===== src/rtl/fir_pkg.sv =====
// Shared widths, saturation limits and the shift/saturate helper for the FIR output conditioner.
// Pure declarations: no latency, no flow control.
// Backpressure: not applicable.
package fir_pkg;

  localparam int DEF_IN_W    = 32;
  localparam int DEF_OUT_W   = 16;
  localparam int DEF_DEC_W   = 8;
  localparam int DEF_FIFO_AW = 4;
  localparam int SH_W        = 5;
  localparam int SAT_CNT_W   = 16;

  localparam logic [DEF_OUT_W-1:0] OUT_MAX = 16'h7FFF;
  localparam logic [DEF_OUT_W-1:0] OUT_MIN = 16'h8000;

  typedef struct packed {
    logic                 sat;
    logic [DEF_OUT_W-1:0] dat;
  } sat_res_t;

  // Arithmetic shift of the already-rounded sum, then clamp. The value fits in OUT_W
  // exactly when every bit from the output sign bit upward equals the top bit.
  function automatic sat_res_t sat_round(input logic signed [DEF_IN_W:0] s,
                                         input logic [SH_W-1:0] sh);
    logic signed [DEF_IN_W:0] t;
    sat_res_t r;
    t     = s >>> sh;
    r.sat = (t[DEF_IN_W:DEF_OUT_W-1] != {(DEF_IN_W-DEF_OUT_W+2){t[DEF_IN_W]}});
    r.dat = r.sat ? (t[DEF_IN_W] ? OUT_MIN : OUT_MAX) : t[DEF_OUT_W-1:0];
    return r;
  endfunction

endpackage


===== src/rtl/fir_sfifo.sv =====
// Synchronous first-word-fall-through FIFO, depth 2**AW, with occupancy output.
// Latency: a write is visible at rd_dat the cycle after it is accepted.
// Backpressure: writes when full are ignored unless a read happens in the same cycle.
module fir_sfifo #(
  parameter int W  = 16,
  parameter int AW = 4
) (
  input  logic          clk,
  input  logic          rst,
  input  logic          wr_en,
  input  logic [W-1:0]  wr_dat,
  input  logic          rd_en,
  output logic [W-1:0]  rd_dat,
  output logic          empty,
  output logic          full,
  output logic [AW:0]   level
);

  logic [W-1:0] mem [0:(1<<AW)-1];
  logic [AW:0]  wptr;
  logic [AW:0]  rptr;
  logic         do_rd;
  logic         do_wr;

  assign empty = (wptr == rptr);
  assign full  = (wptr[AW] != rptr[AW]) && (wptr[AW-1:0] == rptr[AW-1:0]);
  assign level = wptr - rptr;
  assign do_rd = rd_en & ~empty;
  assign do_wr = wr_en & (~full | do_rd);
  // Empty reads return 0 so the output is clean out of reset without clearing the array.
  assign rd_dat = empty ? '0 : mem[rptr[AW-1:0]];

  always_ff @(posedge clk) begin
    if (do_wr) mem[wptr[AW-1:0]] <= wr_dat;
  end

  always_ff @(posedge clk) begin
    if (rst) begin
      wptr <= '0;
      rptr <= '0;
    end else begin
      if (do_wr) wptr <= wptr + (AW+1)'(1);
      if (do_rd) rptr <= rptr + (AW+1)'(1);
    end
  end

endmodule


===== src/rtl/fir_out_conditioner.sv =====
// Rounds, shifts, saturates and decimates FIR samples to 16 bits, then buffers them for a stream consumer.
// Latency: 3 clk from din to m_tvalid on an empty FIFO.
// Backpressure: none upstream; a sample reaching a full FIFO without a same-cycle read is dropped and flags ovf.
module fir_out_conditioner
  import fir_pkg::*;
#(
  parameter int IN_W    = DEF_IN_W,
  parameter int OUT_W   = DEF_OUT_W,
  parameter int DEC_W   = DEF_DEC_W,
  parameter int FIFO_AW = DEF_FIFO_AW
) (
  input  logic                 clk,
  input  logic                 rst,
  input  logic [IN_W-1:0]      din,
  input  logic                 din_vld,
  input  logic                 enable,
  input  logic [SH_W-1:0]      shift,
  input  logic [DEC_W-1:0]     decim,
  input  logic                 clr,
  output logic [OUT_W-1:0]     m_tdata,
  output logic                 m_tvalid,
  input  logic                 m_tready,
  output logic [FIFO_AW:0]     level,
  output logic                 ovf,
  output logic [SAT_CNT_W-1:0] sat_cnt
);

  logic [DEC_W-1:0]   decim_q;
  logic [DEC_W-1:0]   cnt;
  logic [DEC_W-1:0]   cnt_last;
  logic               keep;
  logic [IN_W:0]      rnd;
  logic signed [IN_W:0] s1;
  logic [SH_W-1:0]    s1_sh;
  logic               s1_vld;
  sat_res_t           res;
  logic [OUT_W-1:0]   s2_dat;
  logic               s2_vld;
  logic               sat_ev;
  logic               ovf_ev;
  logic               fifo_empty;
  logic               fifo_full;

  assign cnt_last = (decim == '0) ? '0 : decim - DEC_W'(1);
  assign keep     = din_vld & enable & (cnt == '0);

  always_ff @(posedge clk) begin
    if (rst) begin
      decim_q <= '0;
      cnt     <= '0;
    end else begin
      decim_q <= decim;
      if (!enable || decim != decim_q) cnt <= '0;
      else if (din_vld)                cnt <= (cnt >= cnt_last) ? '0 : cnt + DEC_W'(1);
    end
  end

  // Half-LSB rounding constant; the extra sum bit keeps din + rnd from wrapping.
  assign rnd = (shift != '0) ? ((IN_W+1)'(1) << (shift - SH_W'(1))) : '0;
  assign res = sat_round(s1, s1_sh);

  always_ff @(posedge clk) begin
    if (rst) begin
      s1     <= '0;
      s1_sh  <= '0;
      s1_vld <= 1'b0;
      s2_dat <= '0;
      s2_vld <= 1'b0;
    end else begin
      s1     <= {din[IN_W-1], din} + rnd;
      s1_sh  <= shift;
      s1_vld <= keep;
      s2_dat <= res.dat;
      s2_vld <= s1_vld;
    end
  end

  assign sat_ev = s1_vld & res.sat;
  assign ovf_ev = s2_vld & fifo_full & ~m_tready;

  // A same-cycle event survives clr: the new event is recorded on top of the cleared state.
  always_ff @(posedge clk) begin
    if (rst) begin
      ovf     <= 1'b0;
      sat_cnt <= '0;
    end else begin
      if (ovf_ev)   ovf <= 1'b1;
      else if (clr) ovf <= 1'b0;
      if (sat_ev) begin
        if (clr)                    sat_cnt <= SAT_CNT_W'(1);
        else if (sat_cnt != '1)     sat_cnt <= sat_cnt + SAT_CNT_W'(1);
      end else if (clr) begin
        sat_cnt <= '0;
      end
    end
  end

  fir_sfifo #(
    .W  (OUT_W),
    .AW (FIFO_AW)
  ) u_fifo (
    .clk    (clk),
    .rst    (rst),
    .wr_en  (s2_vld),
    .wr_dat (s2_dat),
    .rd_en  (m_tready),
    .rd_dat (m_tdata),
    .empty  (fifo_empty),
    .full   (fifo_full),
    .level  (level)
  );

  assign m_tvalid = ~fifo_empty;

endmodule


===== config.mk =====
export PLATFORM = sky130hd
export DESIGN_NAME = fir_out_conditioner
export DESIGN_NICKNAME = d
export VERILOG_FILES = /design/src/rtl/fir_pkg.sv /design/src/rtl/fir_sfifo.sv /design/src/rtl/fir_out_conditioner.sv
export SDC_FILE = /design/constraint.sdc
export NUM_CORES = 1
export LEC_CHECK = 0
export CAP_MARGIN = 30
export CORE_MARGIN = 1.5
export CORE_UTILIZATION = 55
export DETAILED_ROUTE_END_ITERATION = 6
export PLACE_DENSITY_LB_ADDON = 0.15
export SLEW_MARGIN = 10
export SYNTH_ARGS = -nofsm -noshare
export SYNTH_HDL_FRONTEND = slang
export SYNTH_HIERARCHICAL = 1
export SYNTH_SLANG_ARGS = --single-unit

===== constraint.sdc =====
create_clock -name clk -period 3.9 [get_ports clk]
set_input_delay 0.585 -clock clk [delete_from_list [all_inputs] [get_ports clk]]
set_output_delay 0.585 -clock clk [all_outputs]
set_load 0.005 [all_outputs]

Yosys cells after proc, flatten, opt, wreduce, memory -nomap -nowiden
Memories as Yosys holds them, arrays and structs flattened. A register that Yosys moved wholly into a read port is not among the register bits.
Cells that the tools add are included.
{ "word_totals": {"ramBits": 256, "inputBits": 51, "memories": 1, "output_inout_bits": 39, "elab_cells": 67, "register_bits": 99} }
{ "mem_list": {"columns": ["name", "words", "width", "rd", "rd_ports_with_merged_regs", "write_ports", "line", "rtl"], "rows": [
  ["u_fifo.mem", 16, 16, 1, 1, 1, "fir_sfifo.sv:19", "logic [W-1:0] mem [0:(1<<AW)-1];"]
]} }
{ "op_classes": {"n_addsub": 8, "shifts": 2, "mux": 16, "eq_ne": 6, "n_lt_le_gt_ge": 1, "n_bitwise": 11, "reduce_logical": 11} }
{ "op_table": {"columns": ["op", "n"], "rows": [
  ["$mux 16", 7],
  ["$add 33x33->33", 1],
  ["$mux 33", 1],
  ["$shl 1x5->33 const A", 1],
  ["$sshr 33x5->33", 1],
  ["$ne 17x17->1", 1],
  ["$add 16x1->16 const B", 1],
  ["$logic_not 8->1", 2],
  ["$mux 8", 2],
  ["$ne 16x16->1 const B", 1],
  ["$add 5x1->5 const B", 2],
  ["$add 8x1->8 const B", 1],
  ["$ge 8x8->1", 1],
  ["$mux 4", 2],
  ["$ne 8x8->1", 1],
  ["$sub 8x1->8 const B", 1],
  ["$and 1x1->1", 7],
  ["$reduce_bool 2->1", 3],
  ["$eq 5x5->1", 1],
  ["$reduce_bool 5->1", 1],
  ["$sub 5x1->5 const B", 1],
  ["$sub 5x5->5", 1],
  ["$eq 4x4->1", 1],
  ["$mux 1", 4],
  ["8 further kinds", 10]
]} }

Longest topological paths before layout
Gate-level depths: netlist of run 1.
{ "logic_depth": {"ltp_word": 7, "ltp_mapped": 16, "ltp_nobuf": 15} }

By module
The synthesis of run 1 kept the hierarchy.
{ "modules_own_cells": {"columns": ["mod", "area_per_inst_um2", "cells_each", "n_inst", "seq_area_each_um2"], "rows": [
  ["fir_sfifo", 10636.5, 490, 1, 7967.6],
  ["fir_out_conditioner", 6954.2, 852, 1, 1781.7]
]} }

Worst setup path before layout of run 1
No wires, ideal clock.
{ "synth_path": {"path_type": "input to register", "from": "in shift[0]", "to": "reg s1[30]", "required_time_ps": 3768, "t_arrival_ps": 3972, "setup_time_ps": 132, "path_stages": 15, "path_buffers": 1, "setup_slack_ps": -205, "path_cell_list": "clkbuf_1 > nor2_1 > ha_1 > or3b_2 > nor2_1 > ha_1 > a21o_1 > a221oi_1 > o21ai_0 > a21oi_1 > o21bai_1 > a2111oi_0 > o31a_1 > or3_1 > a21oi_1"} }
{ "synth_between": {"elab_chain_cells": 4, "elab_cells_between_ends": 5, "cone_classes": "add/sub: 2; shift: 1; mux: 1; reduce/logical: 1"} }
{ "synth_rtl": {"columns": ["element", "line", "rtl"], "rows": [
  ["start: declaration", "fir_out_conditioner.sv:17", "input logic [SH_W-1:0] shift,"],
  ["$sub 5x1->5", "fir_out_conditioner.sv:59", "assign rnd = (shift != '0) ? ((IN_W+1)'(1) << (shift - SH_W'(1))) : '0;"],
  ["$shl 1x5->33", "fir_out_conditioner.sv:59", null],
  ["$mux 33 (*)", "fir_out_conditioner.sv:59", null],
  ["$add 33x33->33 (*)", "fir_out_conditioner.sv:70", "s1 <= {din[IN_W-1], din} + rnd;"],
  ["end signal: assignment", "fir_out_conditioner.sv:70", null],
  ["end: declaration", "fir_out_conditioner.sv:33", "logic signed [IN_W:0] s1;"]
]} }
Mark *: on every way between the ends. The rest lies on a longest branch, timed or not.
A chain may end at the register's enable or synchronous reset.

Worst setup path after layout of run 1
{ "layout_path": {"from": "in shift[1]", "to": "reg s1[30]"} }
Same word-level chain as after synthesis.

==> results.sh, run 1 <==
export IMPL_dr_pass1_iters=5
export IMPL_die_w_um=182
export IMPL_dieHeight_um=182
export IMPL_setup_tns_ps=0
export IMPL_yosys_area_share_adder_pct=4.14
export IMPL_min_path_type="reg2reg"
export IMPL_numClockSinks=359
export IMPL_syn_nets=1450
export IMPL_clockBufferDepth=3
export IMPL_final_nets=1650
export IMPL_synth_top_area_share_pct=43.7
export IMPL_yosys_warnings=6
export IMPL_initial_core_util_pct=55.7
export IMPL_io_buffers=89
export IMPL_critPathLaunchType="primary input"
export IMPL_antenna_found_initial=0
export IMPL_core_area_sq_mm=0.0316
export IMPL_grt_max_degree=69
export IMPL_wirelength_mm=38.9
export IMPL_ioPinCount=90
export IMPL_root_buffer="clkbuf_16"
export IMPL_worstSetupEndpointType="flip-flop"
export IMPL_ys_flop_type="edfxtp_1"
export IMPL_skew_ps=22.1
export IMPL_vias_per_cell=5.94
export IMPL_synth_top_family_by_area="multiplexers"
export IMPL_grt_pass1_vias=11551
export IMPL_drt_iter0_markers=821
export IMPL_cts_tree="built"
export IMPL_dieArea_sq_mm=0.0331
export IMPL_min_period_ps=3790
export IMPL_status="finished clean"
export IMPL_synth_area_sq_mm=0.0176
export IMPL_max_freq_mhz=264
export IMPL_slew_viol_final=0
export IMPL_dp_slack_ps=-557
export IMPL_drive_above_1_share_pct=20.5
export IMPL_drc_errors=0
export IMPL_dpl_instance_area_sq_mm=0.0198
export IMPL_dp_hpwl_mm=26.5
export IMPL_synth_edf_count=256
export IMPL_htreeDepth=2
export IMPL_synth_area_top_cells="edfxtp_1 44%, dfxtp_1 12%, mux4_2 10%, ha_1 3.9%, nor2_1 2.6%"
export IMPL_p_leak_nw=7.64
export IMPL_vdd_drop_max_mv=0.332
export IMPL_path_class="in2reg"
export IMPL_avgSynthCellArea_sq_um=13.1
export IMPL_finalWorstSetupSlack_ps=108
export IMPL_synth_mux_area_share_pct=14.8
export IMPL_clk_pin_slew_worst_paths_ps=60
export IMPL_yosys_area_share_simple_pct=10.7
export IMPL_grt_pass1_wl_mm=61.4
export IMPL_crit_path_max_fanout=4
export IMPL_wl_per_cell_um=19.7
export IMPL_hold_ws_ps=471
export IMPL_synthCells=1342
export IMPL_finalWeightedCongestion=0.921
export IMPL_startpoint="shift[1]"
export IMPL_hp_start="ovf"
export IMPL_diodes=0
export IMPL_synthArstFlopShare_pct=0
export IMPL_numCtsBuffers=38
export IMPL_ant_nets=0
export IMPL_power_density_mw_per_mm2=409
export IMPL_synth_compound_area_share_pct=8.91
export IMPL_fin_crit_sh_pct=97.2
export IMPL_setup_viol=0
export IMPL_cp_arrival_ps=4160
export IMPL_rr_endpoint="s2_dat[13]"
export IMPL_synth_top_cell_by_area="edfxtp_1"
export IMPL_max_slew_margin_pct=49.4
export IMPL_worstHoldPathCells=2
export IMPL_ys_ff_latch=359
export IMPL_area_growth_pct=19.7
export IMPL_track_usage_pct=23.7
export IMPL_worstPathRequired_ps=4270
export IMPL_ys_types=71
export IMPL_min_to="ovf"
export IMPL_num_rows=65
export IMPL_rr_worst_depth=9
export IMPL_design_area_sq_mm=0.0211
export IMPL_worst_pin_slew_ps=753
export IMPL_clock_latency_ps=520
export IMPL_rr_startpoint="s1_sh[0]"
export IMPL_max_cap_violations=0
export IMPL_overflow=0
export IMPL_reg2reg_slack_ps=160
export IMPL_synthXorXnorAreaFrac_pct=3.19
export IMPL_ys_seq_area_share_pct=55.4
export IMPL_vias=11734
export IMPL_final_core_util_pct=66.7
export IMPL_hold_viol=0
-- flip-flops by register name, summed over array words and instances, names as in the netlist, named ones only --
signal       flops
cnt              8
decim_q          8
ovf              1
s1              33
s1_sh            5
s1_vld           1
s2_dat          16
s2_vld           1
sat_cnt         16
u_fifo/mem     256
u_fifo/rptr      5
u_fifo/wptr      5
-- through the flow --
step / instances / power [mW]
floorplan: 1342 / 4.87
global placement: 1901 / 5.21
detailed placement: 1901 / 5.23
CTS: 1971 / 8.66
global route: 1974 / 8.91
finish: 1974 / 8.61
-- cell usage after synthesis (4+ instances only) --
cell type  instances
a211oi_1          27
a21o_1            22
a21oi_1           81
a221o_1           16
a31oi_1           10
and2_1            16
and3_1            22
and3b_1            4
buf_1              6
buf_2             17
buf_6              5
clkbuf_1          36
dfxtp_1          103
edfxtp_1         256
ha_1              55
inv_1             38
mux2_2            13
mux2i_1           39
mux4_1             8
mux4_2            81
nand2_1           65
nand2b_1          10
nand3_1           18
nand3b_1           5
nand4_1            9
nor2_1           123
nor2b_1           23
nor3_1            29
nor3b_1            4
nor4_1            11
nor4b_1            8
o211ai_1           6
o21ai_0           34
o21bai_1           5
or2_2              6
or3_1              5
xnor2_1           37
xor2_1            27
-- critical path, stage by stage --
cell	delay (ps)
clkdlybuf4s50_1	510
nor2_2	50
ha_1	310
buf_4	160
nand3b_1	180
nor2_1	110
ha_1	210
fa_2	350
a21o_1	190
a221oi_2	310
o21ai_2	140
a21oi_2	190
o21bai_2	120
a2111oi_4	380
o31a_1	210
or3_1	110
a21oi_1	60
-- cells by family after synthesis --
kind of cell | count (synthesis)
XOR/XNOR | 64
adder cells (fa/ha/maj) | 57
buffers and inverters | 108
multiplexers | 143
AO/OA/AOI/OAI | 239
flip-flops | 359
AND/OR/NAND/NOR | 372
-- cell usage in the layout, fill, tap and decap left out, types with 38 or more instances in the layout --
| master | n |
|---|---|
| clkbuf_16 | 39 |
| dfxtp_1 | 101 |
| inv_1 | 38 |
| mux4_2 | 81 |
| clkdlybuf4s50_1 | 88 |
| a21oi_1 | 79 |
| ha_1 | 55 |
| nand2_1 | 65 |
| buf_4 | 133 |
| mux2i_1 | 39 |
| nor2_1 | 121 |
| edfxtp_1 | 256 |
-- worst max path at each step --
stage | end | slack, ps | cells after the start
after floorplan | s1[30] | 20 | 15
after global placement | s1[31] | -450 | 16
after detailed placement | s1[30] | -560 | 17
after CTS | s1[31] | 8 | 16
after global routing | s1[31] | -20 | 16
final | s1[30] | 110 | 17
-- routing by layer --
layer,vias up,wire [um],global-route usage [%]
met4,0,971,7.20
li1,5538,-,-
met2,353,19500,41.7
met3,73,1830,3.09
met5,-,0,0
met1,5770,16600,30.7
-- cell type report --
type	count	area, sq um
Fill cell	2359	10500
Timing Repair Buffer	228	2000
Multi-Input combinational cell	875	7430
Clock buffer	55	1080
Inverter	40	150
Sequential cell	359	9750
Clock inverter	15	133
Tap cell	402	503
-- power breakdown --
part	switching (mW)	internal (mW)	total [mW]
Clock	1.44	2.00	3.44
Combinational	0.442	0.444	0.886
Sequential	0.0994	4.18	4.28
Total	1.98	6.63	8.61
-- timing repair --
item,CTS,global route
buffers inserted,0,3
resized for setup,1,17
setup endpoints to repair,1,24
pin swaps,0,8
hold buffers,0,0
Note: power is estimated with default switching activity, not from simulation.
==> inputs of run 2 (changes only) <==
SETUP_SLACK_MARGIN = 0.4   (was default)
==> results.sh, run 2 (same netlist as run 1, synthesis figures left out) <==
export IMPL_multiInputGateArea_sq_mm=0.00769
export IMPL_area_growth_pct=21.9
export IMPL_status="finished clean"
export IMPL_ant_nets=0
export IMPL_antenna_found_initial=0
export IMPL_numCtsBuffers=37
export IMPL_drc_errors=0
export IMPL_wl_per_cell_um=19.7
export IMPL_overflow=0
export IMPL_clk_pin_slew_worst_paths_ps=60
export IMPL_grt_pass1_wl_mm=61.9
export IMPL_cp_arrival_ps=3920
export IMPL_p_leak_nw=7.75
export IMPL_critPathLaunchType="flip-flop"
export IMPL_num_fill_cells=2243
export IMPL_drive_above_1_share_pct=23.8
export IMPL_dieHeight_um=182
export IMPL_io_buffers=89
export IMPL_min_path_type="in2reg"
export IMPL_largest_reg_flops=256
export IMPL_htreeDepth=2
export IMPL_final_seq_area_sq_mm=0.00976
export IMPL_hold_viol=0
export IMPL_wirelength_mm=39.1
export IMPL_path_class="reg2reg"
export IMPL_vias_per_cell=5.85
export IMPL_dr_pass1_iters=5
export IMPL_grt_setup_unrepaired="yes"
export IMPL_grt_pass1_vias=11712
export IMPL_setup_tns_ps=0
export IMPL_track_usage_pct=23.9
export IMPL_max_freq_mhz=287
export IMPL_slew_viol_final=0
export IMPL_final_cell_mix="256 x edfxtp_1, 141 x buf_4, 120 x nor2_1"
export IMPL_layout_commonest_cell="edfxtp_1"
export IMPL_drt_iter0_markers=848
export IMPL_worstPathRequired_ps=4350
export IMPL_vias=11591
export IMPL_vdd_drop_max_mv=0.338
export IMPL_grt_max_degree=55
export IMPL_min_period_ps=3480
export IMPL_diodes=0
export IMPL_dieArea_sq_mm=0.0331
export IMPL_finalWeightedCongestion=0.916
export IMPL_ioPinCount=90
export IMPL_dp_hpwl_mm=26.4
export IMPL_finalPower_mw=8.61
export IMPL_root_buffer="clkbuf_16"
export IMPL_final_nets=1662
export IMPL_final_core_util_pct=67.9
export IMPL_skew_ps=18.9
export IMPL_cts_tree="built"
export IMPL_numClockSinks=359
export IMPL_worst_pin_slew_ps=699
export IMPL_worstSetupEndpointType="flip-flop"
export IMPL_setup_viol=0
export IMPL_die_w_um=182
export IMPL_initial_core_util_pct=55.7
export IMPL_num_rows=65
export IMPL_crit_path_max_fanout=13
export IMPL_core_area_sq_mm=0.0316
export IMPL_max_slew_margin_pct=53.4
export IMPL_max_cap_violations=0
export IMPL_fin_crit_sh_pct=89.2
export IMPL_power_density_mw_per_mm2=402
export IMPL_clock_latency_ps=520
export IMPL_clockBufferDepth=3
## run 2: worst paths after layout
| path | from | to | slack, ps | cells past startpoint |
|---|---|---|---|---|
| setup reg to reg | s1_sh[0] | s2_dat[14] | 420 | 12 |
| setup / recovery | s1_sh[0] | s2_dat[14] | 420 | 12 |
| hold reg to reg | ovf | ovf | 480 | 2 |
| hold / removal | rst | u_fifo/wptr[1] | 470 | 2 |
## run 2: metrics by stage
stage | instances | area [sq um] | hold WS (ps) | setup slack [ps]
2_1_floorplan | 1342 | 17700 | 460 | 288
3_3_place_gp | 1880 | 19600 | 456 | -244
3_5_place_dp | 1880 | 19600 | 459 | -309
4_1_cts | 1973 | 21100 | 434 | 383
5_1_grt | 1983 | 21400 | 476 | 323
6_report | 1983 | 21400 | 467 | 421
## run 2: power by group
part           leakage [nW]  switching, mW  internal (mW)
registers              3.17          0.108           4.18
logic                  4.01          0.454          0.478
clock network         0.572           1.42           1.97
## run 2: repair_timing
action	in CTS	in global routing
gates cloned	1	1
hold buffers	0	0
gates resized for setup	22	40
endpoints found under the setup margin	54	58
pin swaps	16	20
buffers inserted	26	9
hold endpoints to repair	0	0
## run 2: layout make-up
class / instances / share of cell area (%)
Clock buffer: 48 / 4.90
Multi-Input combinational cell: 875 / 35.9
Inverter: 40 / 0.700
Clock inverter: 18 / 0.601
Sequential cell: 359 / 45.5
Timing Repair Buffer: 241 / 10.1
Tap cell: 402 / 2.35
## run 2: routing by layer
| metal | global-route usage, % | part of all wire, % | up-vias |
|---|---|---|---|
| met5 | 0 | 0 | - |
| met4 | 7.30 | 2.8 | 0 |
| met3 | 3.49 | 4.8 | 75 |
| met2 | 41.8 | 50 | 314 |
| met1 | 30.9 | 42 | 5620 |
| li1 | - | - | 5582 |
## run 2: critical path: stages, from the launching register on
cell	delay (ps)
dfxtp_2	360
buf_12	150
mux4_2	550
mux4_2	520
or3_1	350
or4_1	400
o211a_1	160
a211oi_4	200
buf_6	150
buf_4	140
nor2_1	60
a211oi_2	200
buf_4	160
==> inputs of run 3 (changes only) <==
CORE_UTILIZATION = 57   (was 55)
CTS_BUF_LIST = sky130_fd_sc_hd__clkbuf_8   (was default)
CTS_CLUSTER_DIAMETER = 40   (was default)
==> results.sh, run 3 (same netlist as run 1, synthesis figures left out) <==
export IMPL_vias_per_cell=5.85
export IMPL_worstSetupEndpointType="flip-flop"
export IMPL_finalWorstSetupSlack_ps=386
export IMPL_io_buffers=89
export IMPL_sw_frac_of_total_pct=24.3
export IMPL_drive_above_1_share_pct=24.3
export IMPL_final_core_util_pct=70.4
export IMPL_final_nets=1685
export IMPL_slew_viol_final=0
export IMPL_grt_pass1_vias=11670
export IMPL_initial_core_util_pct=57.7
export IMPL_finalWeightedCongestion=0.892
export IMPL_ioPinCount=90
export IMPL_numClockSinks=359
export IMPL_dr_pass1_iters=5
export IMPL_cts_tree="built"
export IMPL_largest_reg_flops=256
export IMPL_worst_pin_slew_ps=839
export IMPL_clkPwrFrac_pct=37.3
export IMPL_area_growth_pct=22.1
export IMPL_min_period_ps=3510
export IMPL_numCtsBuffers=58
export IMPL_power_density_mw_per_mm2=389
export IMPL_path_class="reg2reg"
export IMPL_clockBufferDepth=3
export IMPL_ant_nets=0
export IMPL_core_area_sq_mm=0.0305
export IMPL_drc_errors=0
export IMPL_p_int_mw=6.32
export IMPL_root_buffer="clkbuf_8"
export IMPL_path_buf_inv=3
export IMPL_slowest_stage="mux4_2"
export IMPL_p_switching_mw=2.03
export IMPL_dieArea_sq_mm=0.0319
export IMPL_grt_pass1_wl_mm=61.2
export IMPL_grt_setup_unrepaired="yes"
export IMPL_dp_slack_ps=-311
export IMPL_cp_arrival_ps=3970
export IMPL_wirelength_mm=39.4
export IMPL_cp_slowest_stage_delay_ps=510
export IMPL_die_w_um=179
export IMPL_skew_ps=28.3
export IMPL_crit_chain="clkbuf_16 -> mux4_2 -> mux4_2 -> or3_1 -> or4_1 -> o211a_1 -> a211oi_4 -> buf_6 -> clkbuf_16 -> nor4b_2 -> xnor2_1 -> nor2_1"
export IMPL_clock_latency_ps=600
export IMPL_track_usage_pct=24.7
export IMPL_layout_commonest_cell="edfxtp_1"
export IMPL_cts_hold_buf=0
export IMPL_final_cell_mix="256 x edfxtp_1, 132 x buf_4, 121 x nor2_1"
export IMPL_critPathLaunchType="flip-flop"
export IMPL_dieHeight_um=179
export IMPL_reg2reg_slack_ps=390
export IMPL_status="finished clean"
export IMPL_wl_per_cell_um=19.5
export IMPL_htreeDepth=2
export IMPL_min_path_type="in2reg"
export IMPL_clk_pin_slew_worst_paths_ps=60
export IMPL_antenna_found_initial=0
export IMPL_seqPwrFrac_pct=51.2
export IMPL_p_leak_nw=7.87
export IMPL_overflow=0
export IMPL_max_slew_margin_pct=44.0
export IMPL_vdd_drop_max_mv=0.208
export IMPL_cp_top_family="multiplexers"
export IMPL_fin_crit_sh_pct=90.1
export IMPL_design_area_sq_mm=0.0215
export IMPL_num_rows=64
export IMPL_power_frac_comb_pct=11.4
export IMPL_crit_path_max_fanout=6
export IMPL_max_cap_violations=0
export IMPL_dpl_instance_area_sq_mm=0.0196
export IMPL_dp_hpwl_mm=26.0
export IMPL_setup_viol=0
export IMPL_grt_max_degree=68
export IMPL_setup_tns_ps=0
export IMPL_drt_iter0_markers=849
export IMPL_hold_viol=0
export IMPL_max_freq_mhz=285
export IMPL_worstPathRequired_ps=4360
export IMPL_vias=11830
==> run 3: cell types whose count changed in the layout (fill, tap and decap cells not counted), sizes merged, moves of 2 or more <==
cell / previous run / this run
clkinv: 13 / 21
clkbuf: 49 / 64
inv: 40 / 60
bufinv: 1 / 3
==> run 3: stage by stage <==
stage	instances	hold slack [ps]	total power [mW]
after floorplan	1342	460	4.87
after global placement	1874	463	5.20
after detailed placement	1874	481	5.22
after CTS	2007	190	8.39
after global routing	2022	195	8.70
final	2023	241	8.35
==> run 3: area by class of cell <==
type	instances	area, sq um
sequential	359	9760
fill	2160	9030
multi-input combinational	875	7650
timing repair buffer	243	2280
clock buffer	60	826
tap	396	495
clock inverter	49	317
inverter	40	150
antenna	1	2.50
==> run 3: final timing paths <==
kind                            depth (start not counted)           to      from
worst max-delay path                                   12  sat_cnt[13]  s1_sh[0]
worst min-delay path                                    2   s2_dat[12]       rst
worst max register to register                         12  sat_cnt[13]  s1_sh[0]
worst min register to register                          2          ovf       ovf
==> run 3: per-layer routing <==
metal / share of wire, % / track usage, %
met2: 51 / 43.8
met5: 0 / 0
met1: 41 / 31.3
met4: 2.4 / 7.67
met3: 5.1 / 3.60
==> run 3: power groups by stage <==
| stage | Sequential, mW | Combinational [mW] | Clock (mW) |
|---|---|---|---|
| 6_report | 4.28 | 0.956 | 3.12 |
| 3_5_place_dp | 4.36 | 0.863 | 0 |
| 2_1_floorplan | 4.31 | 0.560 | 0 |
| 4_1_cts | 4.28 | 0.916 | 3.19 |
| 3_3_place_gp | 4.35 | 0.855 | 0 |
| 5_1_grt | 4.29 | 1.04 | 3.37 |
==> run 3: what timing repair did <==
item | in CTS | in global routing
setup buffers | 22 | 12
gates cloned | 2 | 3
resized for setup | 29 | 41
pin swaps | 10 | 11
endpoints found under the setup margin | 52 | 47
